<file path="config.mk">
export PLATFORM = sky130hd
export DESIGN_NAME = uart_tx_buffered_flat
export DESIGN_NICKNAME = d
export VERILOG_FILES = /design/src/rtl/uart_tx_buffered_if.sv /design/src/rtl/uart_tx_buffered.sv /design/src/flat_wrapper.sv
export SDC_FILE = /design/constraint.sdc
export NUM_CORES = 1
export LEC_CHECK = 0
export BUFFER_PORTS_ARGS = -buffer_cell sky130_fd_sc_hd__buf_2
export CAP_MARGIN = 20
export CORE_UTILIZATION = 53
export DETAILED_ROUTE_END_ITERATION = 16
export PLACE_DENSITY = 0.75
export SLEW_MARGIN = 30
export SYNTH_ARGS = -nofsm -noshare
export SYNTH_HDL_FRONTEND = slang
export SYNTH_SLANG_ARGS = --single-unit
</file>
<file path="constraint.sdc">
create_clock -name sysclk -period 2.5 [get_ports sysclk]
set_input_delay 0.125 -clock sysclk [delete_from_list [all_inputs] [get_ports sysclk]]
set_output_delay 0.125 -clock sysclk [all_outputs]
set_load 0.05 [all_outputs]
</file>
<file path="src/rtl/uart_tx_buffered_if.sv">
// rtl/uart_tx_buffered_if.sv - processor-side byte handshake into the buffered UART transmitter
interface uart_tx_buffered_if;
    logic [7:0] UART_TXD;
    logic       TX_EN;
    logic       TX_STATUS;

    modport master (output UART_TXD, output TX_EN, input TX_STATUS);
    modport slave  (input UART_TXD, input TX_EN, output TX_STATUS);
endinterface

</file>
<file path="src/rtl/uart_tx_buffered.sv">
// rtl/uart_tx_buffered.sv - FIFO-buffered 8N1 UART transmitter; `UART_TX_PARITY_EN adds an even-parity bit
module uart_tx_buffered #(
    parameter int CLKS_PER_BIT = 10417,
    parameter int FIFO_AW      = 3
) (
    input  logic               sysclk,
    input  logic               reset,
    uart_tx_buffered_if.slave  tx,
    output logic               UART_TX,
    output logic               tx_busy,
    output logic [FIFO_AW:0]   fifo_count,
    output logic               overflow
);
    localparam int DEPTH = 1 << FIFO_AW;
    localparam int CW    = (CLKS_PER_BIT > 1) ? $clog2(CLKS_PER_BIT) : 1;
    localparam logic [CW-1:0]    BAUD_LAST  = CW'(CLKS_PER_BIT - 1);
    localparam logic [FIFO_AW:0] FULL_COUNT = (FIFO_AW+1)'(DEPTH);

    typedef enum logic [2:0] {S_IDLE, S_START, S_DATA, S_PARITY, S_STOP} state_t;

    state_t               state;
    logic [7:0]           mem [DEPTH];
    logic [FIFO_AW-1:0]   wr_ptr, rd_ptr;
    logic [7:0]           shift;
    logic [2:0]           bit_idx;
    logic [CW-1:0]        baud_cnt;
    logic                 tx_status_r;

    logic                 full, empty, baud_wrap, push, pop, line_next;
    logic [FIFO_AW:0]     count_next;

    // Full test uses the pre-edge count, so a pop on the same edge never makes room.
    always_comb begin
        full      = (fifo_count == FULL_COUNT);
        empty     = (fifo_count == '0);
        baud_wrap = (baud_cnt == BAUD_LAST);
        push      = tx.TX_EN && !full;
        pop       = !empty && ((state == S_IDLE) || (state == S_STOP && baud_wrap));
        case ({push, pop})
            2'b10:   count_next = fifo_count + 1'b1;
            2'b01:   count_next = fifo_count - 1'b1;
            default: count_next = fifo_count;
        endcase
        case (state)
            S_START:  line_next = 1'b0;
            S_DATA:   line_next = shift[bit_idx];
            S_PARITY: line_next = ^shift;
            default:  line_next = 1'b1;
        endcase
    end

    assign tx.TX_STATUS = tx_status_r;
    assign tx_busy      = (state != S_IDLE) || !empty;

    always_ff @(posedge sysclk) begin
        if (reset && push)
            mem[wr_ptr] <= tx.UART_TXD;
    end

    // The line register lags the state by one cycle, keeping every bit exactly CLKS_PER_BIT wide.
    always_ff @(posedge sysclk) begin
        if (!reset) begin
            state       <= S_IDLE;
            wr_ptr      <= '0;
            rd_ptr      <= '0;
            fifo_count  <= '0;
            tx_status_r <= 1'b1;
            overflow    <= 1'b0;
            UART_TX     <= 1'b1;
            baud_cnt    <= '0;
            bit_idx     <= '0;
            shift       <= '0;
        end else begin
            if (push)
                wr_ptr <= wr_ptr + 1'b1;
            if (pop)
                rd_ptr <= rd_ptr + 1'b1;
            if (tx.TX_EN && full)
                overflow <= 1'b1;
            fifo_count  <= count_next;
            tx_status_r <= (count_next != FULL_COUNT);
            UART_TX     <= line_next;
            baud_cnt    <= baud_wrap ? '0 : baud_cnt + 1'b1;

            case (state)
                S_IDLE: begin
                    baud_cnt <= '0;
                    if (pop) begin
                        shift <= mem[rd_ptr];
                        state <= S_START;
                    end
                end
                S_START: begin
                    if (baud_wrap) begin
                        bit_idx <= '0;
                        state   <= S_DATA;
                    end
                end
                S_DATA: begin
                    if (baud_wrap) begin
                        bit_idx <= bit_idx + 1'b1;
                        if (bit_idx == 3'd7) begin
`ifdef UART_TX_PARITY_EN
                            state <= S_PARITY;
`else
                            state <= S_STOP;
`endif
                        end
                    end
                end
                S_PARITY: begin
                    if (baud_wrap)
                        state <= S_STOP;
                end
                S_STOP: begin
                    if (baud_wrap) begin
                        if (pop) begin
                            shift <= mem[rd_ptr];
                            state <= S_START;
                        end else begin
                            state <= S_IDLE;
                        end
                    end
                end
                default: state <= S_IDLE;
            endcase
        end
    end
endmodule

</file>
<file path="src/flat_wrapper.sv">
// flat-port wrapper written by rule: the top's interface ports become plain ports
module uart_tx_buffered_flat 
#(
    parameter int CLKS_PER_BIT = 10417,
    parameter int FIFO_AW      = 3
)
  (sysclk, reset, UART_TX, tx_busy, fifo_count, overflow, tx_UART_TXD, tx_TX_EN, tx_TX_STATUS);
  uart_tx_buffered_if tx_i ();
  input  logic sysclk;
  input  logic reset;
  output logic UART_TX;
  output logic tx_busy;
  output logic [FIFO_AW:0] fifo_count;
  output logic overflow;
  input wire logic [$bits(tx_i.UART_TXD)-1:0] tx_UART_TXD;
  input wire logic [$bits(tx_i.TX_EN)-1:0] tx_TX_EN;
  output wire logic [$bits(tx_i.TX_STATUS)-1:0] tx_TX_STATUS;
  assign tx_i.UART_TXD = tx_UART_TXD;
  assign tx_i.TX_EN = tx_TX_EN;
  assign tx_TX_STATUS = tx_i.TX_STATUS;
  uart_tx_buffered #(.CLKS_PER_BIT(CLKS_PER_BIT), .FIFO_AW(FIFO_AW)) u_core (.sysclk(sysclk), .reset(reset), .tx(tx_i), .UART_TX(UART_TX), .tx_busy(tx_busy), .fifo_count(fifo_count), .overflow(overflow));
endmodule
</file>
======== Yosys cells after proc, flatten, opt, wreduce, memory -nomap -nowiden ========
Memory sizes are Yosys's and may differ from the RTL's. A register that Yosys moved wholly into a read port is not among the register bits.
Cells that the tools add are included.
W data, S select, Z words.
storage, ports and cells
  flip-flop bits (word level) ............. 41
  bits in latches ......................... 0
  bits in writable memories ............... 64
  ROM bits ................................ 0
  bits of input ports ..................... 11
  output and inout port bits .............. 8
  logic and storage cells ................. 76
  memories ................................ 1
cells by class
  $add $sub $neg .......................... 6
  $mul .................................... 0
  div/mod/pow operators ................... 0
  order comparisons ....................... 1
  equality and inequality tests ........... 16
  shift-type cells ........................ 0
  mux-type cells .......................... 22
  bitwise gates (word level) .............. 1
  reduce and logical (&&, ||, !) cells .... 19
memory list
  memory      words  width  rd ports  clocked after Yosys merged registers in  write ports  RTL line                text
  u_core.mem  8      8      1         1                                        1            uart_tx_buffered.sv:22  logic [7:0] mem [DEPTH];
operator list
  operator                 number
  $mux W3                  10
  $mux W8                  2
  $pmux W8 S2              1
  $pmux W3 S5              1
  $add A14 B1 Y14 const B  1
  $eq A14 B14 Y1 const B   1
  $ne A2 B1 Y1 const B     6
  $add A3 B1 Y3 const B    3
  $pmux W4 S2              1
  $reduce_xor A8 Y1        1
  $eq A3 B2 Y1 const B     2
  $eq A3 B3 Y1 const B     2
  $pmux W3 S2              1
  $reduce_and A6 Y1        1
  $logic_and A1 B1 Y1      5
  $add A4 B1 Y4 const B    1
  $eq A4 B4 Y1 const B     1
  $logic_not A4 Y1         1
  $lt A3 B4 Y1 const B     1
  $mux W1                  4
  $ne A4 B4 Y1 const B     1
  $reduce_bool A2 Y1       2
  $sub A4 B1 Y4 const B    1
  $bmux W1 S3              1
  12 further kinds         14

======== Depth between registers and ports, before layout ========
  depth in word-level cells ............... 7
  mapped depth ............................ 12
  depth with buffers taken out ............ 12

======== Least setup slack after synthesis ========
OpenSTA, ideal clock, no wires.
  path kind ............................... register to register
  start point ............................. register u_core.fifo_count[0]
  end point ............................... register u_core.tx_status_r (netlist: u_core.tx.TX_STATUS)
  library setup time ...................... 0.139 ns
  arrival ................................. 2.659 ns
  setup slack ............................. -0.298 ns
  stages on the path, launching flop included .. 12
  path buffers ............................ 1
  cells stage by stage .................... dfxtp_1 > clkbuf_2 > nor4_1 > or3_1 > nor2_1 > ha_1 > xor2_1 > ha_1 > a21oi_1 > mux2i_1 > xor2_1 > o211ai_1
on the way
  longest elaborated chain between the ends .. 6
RTL lines
  item                                              RTL line                                        text
  from (decl)                                       uart_tx_buffered.sv:11                          output logic [FIFO_AW:0] fifo_count,
  from (signal assigned)                            uart_tx_buffered.sv:80                          fifo_count <= count_next;
  $eq A4 B4 Y1 or $logic_not A4 Y1 (tied branches)  uart_tx_buffered.sv:34, uart_tx_buffered.sv:35
  $logic_not A1 Y1 (on tied branches)               uart_tx_buffered.sv:37, uart_tx_buffered.sv:38
  $logic_and A1 B1 Y1 (on tied branches)            uart_tx_buffered.sv:37, uart_tx_buffered.sv:38
  $eq A2 B1 Y1 or $eq A2 B2 Y1 (tied branches)      uart_tx_buffered.sv:39                          case ({push, pop})
  $pmux W4 S2 (*)                                   uart_tx_buffered.sv:39
  $ne A4 B4 Y1 (*)                                  uart_tx_buffered.sv:81                          tx_status_r <= (count_next != FULL_COUNT);
  to (signal assigned)                              uart_tx_buffered.sv:81
  to (decl)                                         uart_tx_buffered.sv:27                          logic tx_status_r;
Mark *: on every way between the ends. The rest lies on a longest branch, timed or not.
A chain may end at the register's enable or synchronous reset.

======== Worst setup path after layout ========
  start point ............................. register u_core.baud_cnt[1]
  end point ............................... register u_core.tx_status_r (netlist: u_core.tx.TX_STATUS)
on the way
  longest elaborated chain between the ends .. 7
RTL lines
  item                                          RTL line                text
  from (decl)                                   uart_tx_buffered.sv:26  logic [CW-1:0] baud_cnt;
  from (signal assigned)                        uart_tx_buffered.sv:83  baud_cnt <= baud_wrap ? '0 : baud_cnt + 1'b1;
  $eq A14 B14 Y1 (*)                            uart_tx_buffered.sv:36  baud_wrap = (baud_cnt == BAUD_LAST);
  $logic_and A1 B1 Y1 (*)                       uart_tx_buffered.sv:38  pop = !empty && ((state == S_IDLE) || (state == S_STOP && baud_wrap));
  $logic_or A1 B1 Y1 (*)                        uart_tx_buffered.sv:38
  $logic_and A1 B1 Y1 (*)                       uart_tx_buffered.sv:38
  $eq A2 B1 Y1 or $eq A2 B2 Y1 (tied branches)  uart_tx_buffered.sv:39
  $pmux W4 S2 (*)                               uart_tx_buffered.sv:39
  $ne A4 B4 Y1 (*)                              uart_tx_buffered.sv:81
Marks and branches as above.

==> metrics.md <==
| Metric | Value |
|---|---|
| Status | finished clean |
| Leakage | ~1.8 nW |
| Required time worst endpoint | 2.74 ns |
| Count of placed standard cells including taps | 480 |
| Storage element area | 2810 sq um |
| Via-to-Cell Ratio | 5.74 |
| WP depth | 12 |
| Final design instance area without fill | approximately 5300 sq um |
| Highest Clock Rate | 410 MHz |
| Floorplan die height | 95.3 um |
| Critical register-to-register path startpoint | u_core.baud_cnt[1] |
| Antenna diode count | 0 |
| Number of nets in the synthesized netlist | 370 |
| Largest fanout on the critical path | 5 |
| Count of flip-flops with a built-in enable after synthesis | 64 |
| Worst Reg2Reg Path Length in Cells | 12 |
| Die footprint | 9080 sq um |
| Top Layer Used | met4 |
| Hold Path Cell Cnt | 1 |
| Final-report setup violation count | 0 |
| Vias | 2,878 |
| Count of nets after finishing | 411 |
| Min setup slack post-route | 0.0607 ns |
| Insertion delay of the later-clocked pin in the worst-skew pair | 0.37 ns |
| Endpoint of the lowest-slack register-to-register path | u_core.tx.TX_STATUS |
| Buffers added on ports | 18 |
| Total track usage | 20.7% |
| Die Width | 95.3 um |
| CTS tree | done |
| Max-cap violations | 0 |
| Cell area after placement | 4960 sq um |
| First-pass iteration count of the detailed router | 4 |
| Root buf cell | clkbuf_8 |
| Leftover overflow at the end of global routing | 0 |
| Worst Hold Path EP | u_core.mem[2][3] |
| Critical Path Max Stage Delay | between 0.3 and 0.4 ns |
| Residual DRC | 0 |
| Final Cycle Share | 97.6% |
| Critical-path top delay cell | dfxtp_1 |
| Count of placed standard cells in the final layout, fillers left out | 501 |
| Effective utilization at floorplan | ~56% |
| Vias in the first global route | 2,880 |
| Setup CP Type | reg2reg |
| Met2 wire length | 4560 um |
| Syn. warnings | 0 |
| HPWL reported at the end of detailed placement | 5840 um |
| Total number of placement rows | 33 |
| Final Hold Vio Count | 0 |
| Met3 WL | between 300 and 400 um |
| Slew of the pin with the lowest slew margin | 0.886 ns |
| Post-synthesis average cell area | 13.2 sq um |
| Antenna violations before repair | 0 |
| Signal arrival time at the worst endpoint | 2.68 ns |
| Crit-path cells | inv_1 -> ha_2 -> and2b_2 -> a41oi_4 -> nor2_4 -> ha_4 -> xor2_1 -> ha_2 -> a21oi_2 -> mux2i_1 -> xor2_1 -> o211ai_1 |
| Crit path buffers/inverters | 1 |
| Final Slew Violations | 0 |
| Total clock buffers created by CTS | 9 |
| Min-delay src | tx_UART_TXD[3] |
| Total detailed-routing wirelength | roughly 8700 um |
| Min cycle time layout | 2.44 ns |
| Power density of the placed cells | 939 nW/um^2 |
| Clock-pin slew on the worst setup and hold paths | approximately 0.10 ns |
| Area of combinational cells with multiple inputs | about 1800 sq um |
| Worst vdd rail ir drop | 0.000700 V |
| H-tree lvl count | 3 |
| DRT met1 WL | 3520 um |
| Portion of the post-synthesis area used by sequential elements | 60.8% |
| Setup skew after layout | 0.0177 ns |
| Path category of the worst min-delay check | in2reg |
| Dpl ws | -0.0412 ns |
| Gp weighted congestion | 0.845 |
| Core footprint | 8300 sq um |
| Cell count after synthesis | 350 |
| Wire length of the first global-routing pass | 13,800 um |
| Number of top-level design ports | 19 |
| Layout overhead on the synthesized area | 14.3% |
| Share of cells above drive strength 1 | 29.0% |
| CP endpoint kind | register |
| Family with the most delay on the worst path | adder cells |
| Count of filler cells inserted in the layout | 618 |
| Final routed wire length divided by cell count | approximately 17 um |
| Clock buffer depth | 2 |
| TritonCTS sink count | 108 |
| Number of storage elements in the synthesis netlist | 108 |
| Tightest slew margin relative to the limit | between 40% and 50% |
| Asr flop ratio synth | 0% |
| Antenna-violating nets left | 0 |
| Starting DRT DRC Count | between 100 and 150 |
| Distinct cells, synth | 46 |
| Category of the worst setup path launch point | register |
| Register-to-register path setup slack | slightly above 0.06 ns |
| Pin count of the biggest net entering global routing | 24 |
| Primary FF master, synth | edfxtp_1 |
| Synthesized cell area | 4610 sq um |
==> timing repair <==
| item | 4_1_cts | 5_1_grt |
|---|---|---|
| hold buffers | 2 | 0 |
| buffers inserted | 0 | 3 |
| pin swaps | 0 | 5 |
| endpoints found under the setup margin | 1 | 2 |
| hold endpoints to repair | 7 | 0 |
| resized for setup | 2 | 8 |
==> flip-flops by register name, summed over array words and instances, names as in the netlist, named ones only <==
name,cells
u_core.overflow,1
u_core.UART_TX,1
u_core.mem,64
u_core.tx.TX_STATUS,1
u_core.fifo_count,4
u_core.bit_idx,3
u_core.shift,8
u_core.baud_cnt,14
u_core.rd_ptr,3
u_core.state,3
u_core.wr_ptr,3
==> layout make-up <==
cell class                 count  share of cell area [%]
clock buffer                  10                    2.42
clock inverter                 6                    1.45
inverter                      12                   0.854
multi-input combinational    212                    33.3
sequential                   108                    53.4
tap                          105                    2.49
timing repair buffer          48                    6.07
==> cells in the final DEF (no fill, tap or decap), drive strengths merged, types with 2 or more instances in the layout <==
cell,count
mux4,18
nand3,17
dlygate4sd3,2
nor4,3
nor2,29
ha,9
nor3,13
nor2b,2
o21ai,15
xnor2,15
xor2,9
nand4,5
or3,3
buf,46
edfxtp,64
o21a,2
a41oi,2
nand2,12
inv,17
clkbuf,10
or4,4
dfxtp,44
a21oi,20
and3,2
mux2i,2
or2,3
nand2b,2
mux2,9
o31ai,2
==> layer usage <==
metal | track usage [%] | vias to the layer above
met2 | 34.9 | 67
met5 | 0 | -
met4 | 11.2 | 0
met1 | 25.5 | 1407
met3 | 3.51 | 17
li1 | - | 1387
==> how the worst max path moves through the flow <==
stage,endpoint,startpoint,slack (ns)
2_1_floorplan,u_core.tx.TX_STATUS,u_core.fifo_count[1],0.002
3_3_place_gp,u_core.tx.TX_STATUS,u_core.baud_cnt[0],0.05
3_5_place_dp,u_core.tx.TX_STATUS,u_core.baud_cnt[0],-0.04
4_1_cts,u_core.tx.TX_STATUS,u_core.baud_cnt[12],0.006
5_1_grt,u_core.tx.TX_STATUS,u_core.baud_cnt[0],-0.08
6_report,u_core.tx.TX_STATUS,u_core.baud_cnt[1],0.06
==> Yosys cell counts (3+ instances only) <==
cell type   n  share of area, %
clkbuf_1   10              0.81
or4_1       4              0.65
inv_1      12              0.98
nand4_1     5              0.68
xnor2_1    15               2.8
mux4_2     18               8.8
mux2_2      9               2.2
or2_2       3              0.41
a21oi_1    20               2.2
or3_1       3              0.41
nand2_1    12              0.98
xor2_1      9               1.7
edfxtp_1   64                42
buf_2       5              0.54
nor2_1     29               2.4
o21ai_0    15               1.6
nor3_1     13               1.4
dfxtp_1    44                19
nand3_1    17               1.8
ha_1        9               2.4
==> stage by stage <==
stage               setup TNS [ns]  hold slack [ns]  util (%)  power [mW]
floorplan                        0            0.224         -        3.41
global placement                 0            0.390      59.8        3.75
detailed placement         -0.0412            0.400      59.8        3.79
CTS                              0          0.00406      62.6        4.90
global route               -0.0817           0.0216      63.5        5.23
finish                           0           0.0154      63.5        4.95
==> report_power, final <==
group	switching (mW)	leakage [nW]	internal (mW)	total (mW)
sequential	0.144	0.938	2.06	2.20
combinational	0.905	0.732	0.739	1.64
clock	0.621	0.104	0.486	1.11
==> kinds of logic (layout without fill, tap and decap cells) <==
kind of cell	count (synthesis)	after routing	synth area share (%)
AOI/OAI and AO/OA	49	49	6.29
xor gates and xnor gates	24	24	4.56
adders and majority gates	9	9	2.44
buffers and inverters	30	76	2.68
DFF	108	108	60.8
muxes	29	29	11.4
and+or+nand+nor	101	101	11.9
No activity file was read; power rests on OpenSTA's default activity.
